### config.mk
export PLATFORM = sky130hd
export DESIGN_NAME = axi_rdata_xbar_flat
export DESIGN_NICKNAME = d
export VERILOG_FILES = /design/src/rtl/axi_rdata_xbar_if.sv /design/src/rtl/axi_rdata_xbar.sv /design/src/flat_wrapper.sv
export SDC_FILE = /design/constraint.sdc
export NUM_CORES = 1
export LEC_CHECK = 0
export ABC_AREA = 1
export BUFFER_PORTS_ARGS = -buffer_cell sky130_fd_sc_hd__clkbuf_2
export CAP_MARGIN = 5
export CELL_PAD_IN_SITES_DETAIL_PLACEMENT = 1
export CELL_PAD_IN_SITES_GLOBAL_PLACEMENT = 1
export CORE_UTILIZATION = 22
export DETAILED_ROUTE_END_ITERATION = 6
export PLACE_DENSITY = 0.84
export SLEW_MARGIN = 10
export SYNTH_ARGS = -nofsm -noshare
export SYNTH_HDL_FRONTEND = slang
export SYNTH_SLANG_ARGS = --single-unit
### constraint.sdc
create_clock -name clk -period 4.94 [get_ports clk]
set_input_delay 0.988 -clock clk [delete_from_list [all_inputs] [get_ports clk]]
set_output_delay 0.988 -clock clk [all_outputs]
set_load 0.03 [all_outputs]
### src/rtl/axi_rdata_xbar_if.sv
// R-channel bundle of axi_rdata_xbar: slave-side ports (_S) and master-side ports (_M).
// The crossbar takes the "master" modport and the environment takes "slave".
interface axi_rdata_xbar_if #(
    parameter int NUM_SLAVES  = 3,
    parameter int NUM_MASTERS = 2,
    parameter int ID_BITS     = 4,
    parameter int IDS_BITS    = 8,
    parameter int DATA_BITS   = 32
);
    logic [NUM_SLAVES*IDS_BITS-1:0]    RID_S;
    logic [NUM_SLAVES*DATA_BITS-1:0]   RDATA_S;
    logic [NUM_SLAVES*2-1:0]           RRESP_S;
    logic [NUM_SLAVES-1:0]             RLAST_S;
    logic [NUM_SLAVES-1:0]             RVALID_S;
    logic [NUM_SLAVES-1:0]             RREADY_S;
    logic [NUM_MASTERS*ID_BITS-1:0]    RID_M;
    logic [NUM_MASTERS*DATA_BITS-1:0]  RDATA_M;
    logic [NUM_MASTERS*2-1:0]          RRESP_M;
    logic [NUM_MASTERS-1:0]            RLAST_M;
    logic [NUM_MASTERS-1:0]            RVALID_M;
    logic [NUM_MASTERS-1:0]            RREADY_M;

    modport master (
        input  RID_S, RDATA_S, RRESP_S, RLAST_S, RVALID_S, RREADY_M,
        output RREADY_S, RID_M, RDATA_M, RRESP_M, RLAST_M, RVALID_M
    );

    modport slave (
        output RID_S, RDATA_S, RRESP_S, RLAST_S, RVALID_S, RREADY_M,
        input  RREADY_S, RID_M, RDATA_M, RRESP_M, RLAST_M, RVALID_M
    );
endinterface

### src/rtl/axi_rdata_xbar.sv
// AXI R-channel crossbar: round-robin slave arbitration locked per burst, one-hot master routing,
// drain of undecodable beats. Optional 2-entry output skid buffer under macro RDATA_REG_SLICE_EN.
module axi_rdata_xbar #(
    parameter int NUM_SLAVES  = 3,
    parameter int NUM_MASTERS = 2,
    parameter int ID_BITS     = 4,
    parameter int IDS_BITS    = 8,
    parameter int DATA_BITS   = 32
) (
    input  logic              clk,
    input  logic              rst,
    axi_rdata_xbar_if.master  bus,
    output logic [15:0]       drop_cnt
);
    localparam int PTR_BITS  = (NUM_SLAVES > 1) ? $clog2(NUM_SLAVES) : 1;
    localparam int MIDX_BITS = (NUM_MASTERS > 1) ? $clog2(NUM_MASTERS) : 1;
    localparam int SEL_BITS  = IDS_BITS - ID_BITS;

    typedef enum logic [0:0] {ST_IDLE = 1'b0, ST_LOCKED = 1'b1} state_t;

    state_t                 state_r, state_s;
    logic [PTR_BITS-1:0]    grant_r, grant_s, ptr_r, ptr_s, pick_s, gnt_s;
    logic [15:0]            drop_r, drop_s;
    logic                   found_s, act_s, route_s, up_ready_s, m_rdy_s, hs_s;
    logic [MIDX_BITS-1:0]   mst_s;
    logic [IDS_BITS-1:0]    g_id_s;
    logic [DATA_BITS-1:0]   g_data_s;
    logic [1:0]             g_resp_s;
    logic                   g_last_s, g_valid_s;
    logic [MIDX_BITS:0]     dec_s;

    // Returns {routable, master index}; zero, multi-hot or out-of-range selects are not routable
    function automatic logic [MIDX_BITS:0] decode_sel(input logic [SEL_BITS-1:0] sel);
        logic [MIDX_BITS:0] res;
        res = '0;
        if ($onehot(sel)) begin
            for (int k = 0; k < NUM_MASTERS; k++) begin
                if (sel[k]) res = {1'b1, MIDX_BITS'(k)};
            end
        end else begin
            res = '0;
        end
        return res;
    endfunction

    function automatic logic [15:0] sat_inc(input logic [15:0] v);
        logic [15:0] r;
        if (v == 16'hFFFF) r = v;
        else               r = v + 16'd1;
        return r;
    endfunction

    // Arbitration, granted-slave field selection and route decode
    always_comb begin
        int idx;
        found_s   = 1'b0;
        pick_s    = '0;
        idx       = 0;
        g_id_s    = '0;
        g_data_s  = '0;
        g_resp_s  = 2'b00;
        g_last_s  = 1'b0;
        g_valid_s = 1'b0;
        m_rdy_s   = 1'b0;
        for (int i = 0; i < NUM_SLAVES; i++) begin
            idx = (int'(ptr_r) + i) % NUM_SLAVES;
            if (!found_s && bus.RVALID_S[PTR_BITS'(idx)]) begin
                found_s = 1'b1;
                pick_s  = PTR_BITS'(idx);
            end else begin
                found_s = found_s;
            end
        end
        gnt_s = (state_r == ST_LOCKED) ? grant_r : pick_s;
        act_s = rst & ((state_r == ST_LOCKED) | found_s);
        for (int s = 0; s < NUM_SLAVES; s++) begin
            if (gnt_s == PTR_BITS'(s)) begin
                g_id_s    = bus.RID_S[s*IDS_BITS +: IDS_BITS];
                g_data_s  = bus.RDATA_S[s*DATA_BITS +: DATA_BITS];
                g_resp_s  = bus.RRESP_S[s*2 +: 2];
                g_last_s  = bus.RLAST_S[s];
                g_valid_s = bus.RVALID_S[s];
            end else begin
                g_valid_s = g_valid_s;
            end
        end
        dec_s   = decode_sel(g_id_s[IDS_BITS-1:ID_BITS]);
        route_s = dec_s[MIDX_BITS];
        mst_s   = dec_s[MIDX_BITS-1:0];
        for (int k = 0; k < NUM_MASTERS; k++) begin
            if (mst_s == MIDX_BITS'(k)) m_rdy_s = bus.RREADY_M[k];
            else                        m_rdy_s = m_rdy_s;
        end
        hs_s = act_s & g_valid_s & up_ready_s;
        for (int s = 0; s < NUM_SLAVES; s++) begin
            bus.RREADY_S[s] = act_s & (gnt_s == PTR_BITS'(s)) & up_ready_s;
        end
    end

    // Burst lock, pointer advance and drain accounting
    always_comb begin
        state_s = state_r;
        grant_s = grant_r;
        ptr_s   = ptr_r;
        drop_s  = drop_r;
        if (act_s && hs_s && g_last_s) begin
            state_s = ST_IDLE;
            ptr_s   = (gnt_s == PTR_BITS'(NUM_SLAVES - 1)) ? '0 : gnt_s + PTR_BITS'(1);
        end else if (act_s) begin
            state_s = ST_LOCKED;
            grant_s = gnt_s;
        end else begin
            state_s = state_r;
        end
        if (hs_s && !route_s) drop_s = sat_inc(drop_r);
        else                  drop_s = drop_r;
    end

    // Arbiter state registers
    always_ff @(posedge clk) begin
        if (!rst) begin
            state_r <= ST_IDLE;
            grant_r <= '0;
            ptr_r   <= '0;
            drop_r  <= 16'd0;
        end else begin
            state_r <= state_s;
            grant_r <= grant_s;
            ptr_r   <= ptr_s;
            drop_r  <= drop_s;
        end
    end

    assign drop_cnt = drop_r;

`ifdef RDATA_REG_SLICE_EN
    typedef struct packed {
        logic [MIDX_BITS-1:0] mst;
        logic [ID_BITS-1:0]   id;
        logic [DATA_BITS-1:0] data;
        logic [1:0]           resp;
        logic                 last;
    } ent_t;

    ent_t       buf_r [2];
    ent_t       head_s;
    logic [1:0] cnt_r;
    logic       wr_r, rd_r, push_s, pop_s, head_rdy_s;

    // Slave-side acceptance depends only on occupancy, never on RREADY_M
    assign up_ready_s = route_s ? (cnt_r != 2'd2) : 1'b1;
    assign head_s     = buf_r[rd_r];
    assign push_s     = hs_s & route_s;
    assign pop_s      = (cnt_r != 2'd0) & head_rdy_s;

    // Ready of the master addressed by the buffer head
    always_comb begin
        head_rdy_s = 1'b0;
        for (int k = 0; k < NUM_MASTERS; k++) begin
            if (head_s.mst == MIDX_BITS'(k)) head_rdy_s = bus.RREADY_M[k];
            else                             head_rdy_s = head_rdy_s;
        end
    end

    // Skid buffer storage and occupancy
    always_ff @(posedge clk) begin
        if (!rst) begin
            cnt_r    <= 2'd0;
            wr_r     <= 1'b0;
            rd_r     <= 1'b0;
            buf_r[0] <= '0;
            buf_r[1] <= '0;
        end else begin
            if (push_s) begin
                buf_r[wr_r] <= '{mst: mst_s, id: g_id_s[ID_BITS-1:0], data: g_data_s,
                                 resp: g_resp_s, last: g_last_s};
                wr_r        <= ~wr_r;
            end
            if (pop_s) rd_r <= ~rd_r;
            cnt_r <= cnt_r + {1'b0, push_s} - {1'b0, pop_s};
        end
    end

    // Master ports driven from the buffer head
    always_comb begin
        bus.RID_M    = '0;
        bus.RDATA_M  = '0;
        bus.RRESP_M  = '0;
        bus.RLAST_M  = '0;
        bus.RVALID_M = '0;
        if (rst && cnt_r != 2'd0) begin
            for (int k = 0; k < NUM_MASTERS; k++) begin
                bus.RID_M[k*ID_BITS +: ID_BITS]       = head_s.id;
                bus.RDATA_M[k*DATA_BITS +: DATA_BITS] = head_s.data;
                bus.RRESP_M[k*2 +: 2]                 = head_s.resp;
                bus.RLAST_M[k]                        = head_s.last;
                bus.RVALID_M[k]                       = (head_s.mst == MIDX_BITS'(k));
            end
        end else begin
            bus.RVALID_M = '0;
        end
    end
`else
    assign up_ready_s = route_s ? m_rdy_s : 1'b1;

    // Master ports driven straight from the granted slave
    always_comb begin
        bus.RID_M    = '0;
        bus.RDATA_M  = '0;
        bus.RRESP_M  = '0;
        bus.RLAST_M  = '0;
        bus.RVALID_M = '0;
        if (act_s) begin
            for (int k = 0; k < NUM_MASTERS; k++) begin
                bus.RID_M[k*ID_BITS +: ID_BITS]       = g_id_s[ID_BITS-1:0];
                bus.RDATA_M[k*DATA_BITS +: DATA_BITS] = g_data_s;
                bus.RRESP_M[k*2 +: 2]                 = g_resp_s;
                bus.RLAST_M[k]                        = g_last_s;
                bus.RVALID_M[k] = route_s & (mst_s == MIDX_BITS'(k)) & g_valid_s;
            end
        end else begin
            bus.RVALID_M = '0;
        end
    end
`endif
endmodule
### src/flat_wrapper.sv
// flat-port wrapper written by rule: the top's interface ports become plain ports
module axi_rdata_xbar_flat 
#(
    parameter int NUM_SLAVES  = 3,
    parameter int NUM_MASTERS = 2,
    parameter int ID_BITS     = 4,
    parameter int IDS_BITS    = 8,
    parameter int DATA_BITS   = 32
)
  (clk, rst, drop_cnt, bus_RID_S, bus_RDATA_S, bus_RRESP_S, bus_RLAST_S, bus_RVALID_S, bus_RREADY_M, bus_RREADY_S, bus_RID_M, bus_RDATA_M, bus_RRESP_M, bus_RLAST_M, bus_RVALID_M);
  axi_rdata_xbar_if #(.NUM_SLAVES(NUM_SLAVES), .NUM_MASTERS(NUM_MASTERS), .ID_BITS(ID_BITS), .IDS_BITS(IDS_BITS), .DATA_BITS(DATA_BITS)) bus_i ();
  input  logic clk;
  input  logic rst;
  output logic [15:0] drop_cnt;
  input wire logic [$bits(bus_i.RID_S)-1:0] bus_RID_S;
  input wire logic [$bits(bus_i.RDATA_S)-1:0] bus_RDATA_S;
  input wire logic [$bits(bus_i.RRESP_S)-1:0] bus_RRESP_S;
  input wire logic [$bits(bus_i.RLAST_S)-1:0] bus_RLAST_S;
  input wire logic [$bits(bus_i.RVALID_S)-1:0] bus_RVALID_S;
  input wire logic [$bits(bus_i.RREADY_M)-1:0] bus_RREADY_M;
  output wire logic [$bits(bus_i.RREADY_S)-1:0] bus_RREADY_S;
  output wire logic [$bits(bus_i.RID_M)-1:0] bus_RID_M;
  output wire logic [$bits(bus_i.RDATA_M)-1:0] bus_RDATA_M;
  output wire logic [$bits(bus_i.RRESP_M)-1:0] bus_RRESP_M;
  output wire logic [$bits(bus_i.RLAST_M)-1:0] bus_RLAST_M;
  output wire logic [$bits(bus_i.RVALID_M)-1:0] bus_RVALID_M;
  assign bus_i.RID_S = bus_RID_S;
  assign bus_i.RDATA_S = bus_RDATA_S;
  assign bus_i.RRESP_S = bus_RRESP_S;
  assign bus_i.RLAST_S = bus_RLAST_S;
  assign bus_i.RVALID_S = bus_RVALID_S;
  assign bus_i.RREADY_M = bus_RREADY_M;
  assign bus_RREADY_S = bus_i.RREADY_S;
  assign bus_RID_M = bus_i.RID_M;
  assign bus_RDATA_M = bus_i.RDATA_M;
  assign bus_RRESP_M = bus_i.RRESP_M;
  assign bus_RLAST_M = bus_i.RLAST_M;
  assign bus_RVALID_M = bus_i.RVALID_M;
  axi_rdata_xbar #(.NUM_SLAVES(NUM_SLAVES), .NUM_MASTERS(NUM_MASTERS), .ID_BITS(ID_BITS), .IDS_BITS(IDS_BITS), .DATA_BITS(DATA_BITS)) u_core (.clk(clk), .rst(rst), .bus(bus_i), .drop_cnt(drop_cnt));
endmodule
==> Implementation_results.wiki <==
{| class="wikitable"
! Metric !! Value
|-
| # rows || 41
|-
| Routed length per instance || 15.61 um
|-
| Length of the first detailed-routing pass in iterations || 4
|-
| Hold_buf cts || 0
|-
| Clk slew on worst S/H paths || 0.06 ns
|-
| Count of different cell masters after synthesis || 37
|-
| Share of synthesized area occupied by flip-flops and latches || 14.35%
|-
| Flop-to-flop setup slack || 0.86 ns
|-
| Top post-synthesis cells by area || sky130_fd_sc_hd__nand2_1 25%, sky130_fd_sc_hd__dfxtp_1 14%, sky130_fd_sc_hd__buf_4 10%
|-
| Vias per cell || 4.556
|-
| Via count || 4055
|-
| Footprint of the multi-input gates || 0.002163 sq mm
|-
| Num ports || 235
|-
| Cell taking the most area after synthesis || sky130_fd_sc_hd__nand2_1
|-
| Total count of max-transition violations in the final report || 0
|-
| Number of register bits inferred by synthesis || 21
|-
| Nets in the synthesized netlist || 649
|-
| Number of sinks handled by clock tree synthesis || 21
|-
| Outcome || finished clean
|-
| Portion of synthesized cell area occupied by the leading cell type || 24.98%
|-
| Routability-driven placement congestion ratio || 0.8780
|-
| Cell depth of the worst min-delay path || 2
|-
| Clock insertion delay at the later pin of the skew report || 0.26 ns
|-
| Library cell with the highest instance count after synthesis || sky130_fd_sc_hd__nand2_1
|-
| Maximum fanout encountered on the critical timing path || 8
|-
| Start point of the worst min-delay path || u_core.grant_r[1]$_SDFFE_PN0P_
|-
| Sequential cell area in the final layout || 422.9 sq um
|-
| Depth of the worst register-to-register path || 25
|-
| Number of clock buffers inserted by TritonCTS || 3
|-
| Fin. Hold Viols || 0
|-
| Worst Tran Pin Value || 0.5596 ns
|-
| Highest Clock Rate || 202.5 MHz
|-
| Layout overhead on the synthesized area || 56.36%
|-
| Vias in the first global route || 4027
|-
| Overall Global Routing Usage || 19.08%
|-
| Top Metal Used || met4
|-
| Total global routing overflow || 0
|-
| Share of flip-flops with an asynchronous set or reset || 0%
|-
| Wirelength, routed || 13890 um
|-
| Cell count after synthesis || 503
|-
| Worst max-slew margin expressed relative to the limit || 62.65%
|-
| Number of max-cap violations || 0
|-
| WL met1 || 5624 um
|-
| Synthesized area || 0.002930 sq mm
|-
| Synth cell count leaders || 195 x sky130_fd_sc_hd__nand2_1, 42 x sky130_fd_sc_hd__inv_1, 39 x sky130_fd_sc_hd__buf_4
|-
| H-tree depth || 1
|-
| Number of antenna violations at the first check in global routing || 0
|-
| Crit share post-route || 99.95%
|-
| Crit path launch type || input port
|-
| Met2 Wirelength || 7056 um
|-
| Ys Warns || 0
|-
| Mean Syn Cell Area || 5.826 sq um
|-
| Number of endpoints failing setup at the final stage || 0
|-
| Layout fillers || 1753
|-
| Initial detailed-routing violation count || 136
|-
| Die span in x || 117.4 um
|-
| Wire length of the first global-routing pass || 21330 um
|-
| Maximum number of pins on one net before global-route repair || 40
|-
| Nets || 865
|-
| Die span in y || 117.4 um
|-
| Post-route DRC || 0
|-
| Min-Delay Path Class || flop to flop
|-
| Primary flip-flop cell chosen by synthesis mapping || sky130_fd_sc_hd__dfxtp_1
|-
| Final core utilization || 35.73%
|-
| Kind of capture point of the worst setup path || output port
|-
| Wire length on met3 || 743 um
|-
| Data arrival, critical path || 3.95 ns
|-
| Min Clock Period, post-route || 4.937 ns
|-
| Count of antenna-violating nets left after detailed routing || 0
|-
| Fraction of layout instances using a drive strength above 1 || 50.14%
|-
| Placed wire-length estimate after detailed placement || 11000 um
|-
| Count of non-filler cells in the finished layout || 890
|-
| Worst setup skew after layout || 0.003297 ns
|-
| Reg2Reg Capture Point || u_core.drop_cnt[1]$_SDFFE_PN0P_
|-
| Initial standard-cell utilization of the core || 22.85%
|-
| CTS Root Buffer Type || sky130_fd_sc_hd__clkbuf_16
|-
| Diode insertion count for antenna repair || 0
|-
| Critical Path RT || 3.95 ns
|-
| Reg2reg start || u_core.ptr_r[0]$_SDFFE_PN0P_
|-
| Count of port buffers added during placement || 234
|-
| Core outline area || 0.01282 sq mm
|-
| CTS tree || yes
|-
| Post-synth EDFFs || 0
|-
| Unrepaired setup endpoints after global routing || true
|-
| Cell Count Post-Placement || 877
|-
| Worst Setup Path Type || input port to output port
|-
| Die area || 0.01379 sq mm
|-
| Largest buffer count on any clock path || 2
|-
| Endpoint with the worst hold slack || u_core.grant_r[1]$_SDFFE_PN0P_
|}
## layer usage
layer  track usage (%)  vias to the layer above
met5                 0                        -
met4             5.357                        0
met3             3.453                       28
met2             36.06                      151
met1             21.54                     1881
li1                  -                     1995
## logic make-up after synthesis
kind of cell               after synthesis  share of synthesized area (%)
AOI/OAI and AO/OA                       51                          11.61
xor gates and xnor gates                15                          4.483
adders and majority gates               10                          4.526
buffers and inverters                  109                          20.37
DFF                                     21                          14.35
and+or+nand+nor                        297                          44.66
## cell type report
class,instances,area share (%)
clock inverter,1,0.1638
sequential,21,9.230
timing repair buffer,270,32.66
clock buffer,3,1.638
multi-input combinational,373,47.21
tap,172,4.697
inverter,50,4.397
## worst max path at each step
stage / from / endpoint / slack, ns
global route: bus_RVALID_S[2] / bus_RVALID_M[1] / -0.22
global placement: bus_RVALID_S[1] / bus_RREADY_S[2] / -0.14
floorplan: bus_RVALID_S[2] / bus_RREADY_S[0] / -0.14
finish: bus_RVALID_S[2] / bus_RVALID_M[0] / 0.003
CTS: bus_RVALID_S[0] / bus_RREADY_S[0] / 0.00002
detailed placement: bus_RVALID_S[0] / bus_RREADY_S[2] / -0.33
## what timing repair did
item / in CTS / in global routing
buffers inserted: 1 / 8
resized for setup: 28 / 48
endpoints found under the setup margin: 5 / 5
pin swaps: 9 / 11
## registers in the layout, indices dropped and copies added, names as in the netlist
signal           count
u_core.grant_r       2
u_core.state_r       1
u_core.ptr_r         2
u_core.drop_cnt     16
## worst max-delay path: stages
cell                         delay, ns
sky130_fd_sc_hd__clkbuf_2         0.12
sky130_fd_sc_hd__inv_4            0.06
sky130_fd_sc_hd__buf_4            0.13
sky130_fd_sc_hd__nor3_1           0.20
sky130_fd_sc_hd__a31oi_1          0.08
sky130_fd_sc_hd__nand3_2          0.09
sky130_fd_sc_hd__nand2_4          0.10
sky130_fd_sc_hd__buf_4            0.14
sky130_fd_sc_hd__nand2_1          0.07
sky130_fd_sc_hd__inv_1            0.06
sky130_fd_sc_hd__nand2_1          0.05
sky130_fd_sc_hd__nand3_1          0.08
sky130_fd_sc_hd__ha_1             0.29
sky130_fd_sc_hd__ha_2             0.19
sky130_fd_sc_hd__fa_2             0.35
sky130_fd_sc_hd__nor4_2           0.26
sky130_fd_sc_hd__buf_4            0.19
sky130_fd_sc_hd__clkinvlp_4       0.14
sky130_fd_sc_hd__nor3_4           0.19
sky130_fd_sc_hd__buf_6            0.16
## placed cells by master (no fill, tap or decap), types with 2 or more instances in the layout
cell type | synthesis | final
sky130_fd_sc_hd__nand2_2 | 12 | 17
sky130_fd_sc_hd__inv_2 | 5 | 7
sky130_fd_sc_hd__nor3_2 | 0 | 2
sky130_fd_sc_hd__nand2_1 | 195 | 185
sky130_fd_sc_hd__nor3_1 | 11 | 5
sky130_fd_sc_hd__xnor2_1 | 3 | 3
sky130_fd_sc_hd__a21oi_1 | 6 | 6
sky130_fd_sc_hd__o21ai_2 | 0 | 2
sky130_fd_sc_hd__a21oi_2 | 9 | 9
sky130_fd_sc_hd__dfxtp_1 | 21 | 19
sky130_fd_sc_hd__nor2_2 | 2 | 4
sky130_fd_sc_hd__nand2_4 | 2 | 7
sky130_fd_sc_hd__dfxtp_2 | 0 | 2
sky130_fd_sc_hd__clkbuf_8 | 0 | 3
sky130_fd_sc_hd__clkbuf_2 | 0 | 227
sky130_fd_sc_hd__nor3_4 | 0 | 4
sky130_fd_sc_hd__o21ai_1 | 5 | 3
sky130_fd_sc_hd__clkinvlp_4 | 0 | 2
sky130_fd_sc_hd__nor2_1 | 23 | 17
sky130_fd_sc_hd__buf_4 | 39 | 36
sky130_fd_sc_hd__nor2_4 | 0 | 4
sky130_fd_sc_hd__nor4_1 | 4 | 3
sky130_fd_sc_hd__nand3_2 | 5 | 8
sky130_fd_sc_hd__nand3_4 | 0 | 3
sky130_fd_sc_hd__nand3_1 | 33 | 27
sky130_fd_sc_hd__xor2_1 | 12 | 12
sky130_fd_sc_hd__inv_4 | 1 | 2
sky130_fd_sc_hd__inv_1 | 42 | 38
sky130_fd_sc_hd__ha_2 | 0 | 2
sky130_fd_sc_hd__ha_4 | 0 | 2
sky130_fd_sc_hd__nand4_1 | 6 | 6
sky130_fd_sc_hd__ha_1 | 9 | 5
sky130_fd_sc_hd__a31oi_1 | 27 | 27
sky130_fd_sc_hd__buf_6 | 2 | 3
sky130_fd_sc_hd__clkbuf_16 | 0 | 3
## per-stage QoR
step	hold slack (ns)	area (sq um)	setup WS, ns	TNS (ns)
finish	0.4750	4582	0.002576	0
global route	0.5194	4582	-0.2153	-0.9458
CTS	0.4754	4358	0.00001998	0
detailed placement	0.4666	4145	-0.3262	-1.398
global placement	0.4547	4145	-0.1391	-0.5956
floorplan	0.4379	2953	-0.1412	-0.6268
Power is left out: the tool's default activity adds up to more than one toggle a clock period on the data nets, which glitch-free logic cannot reach.
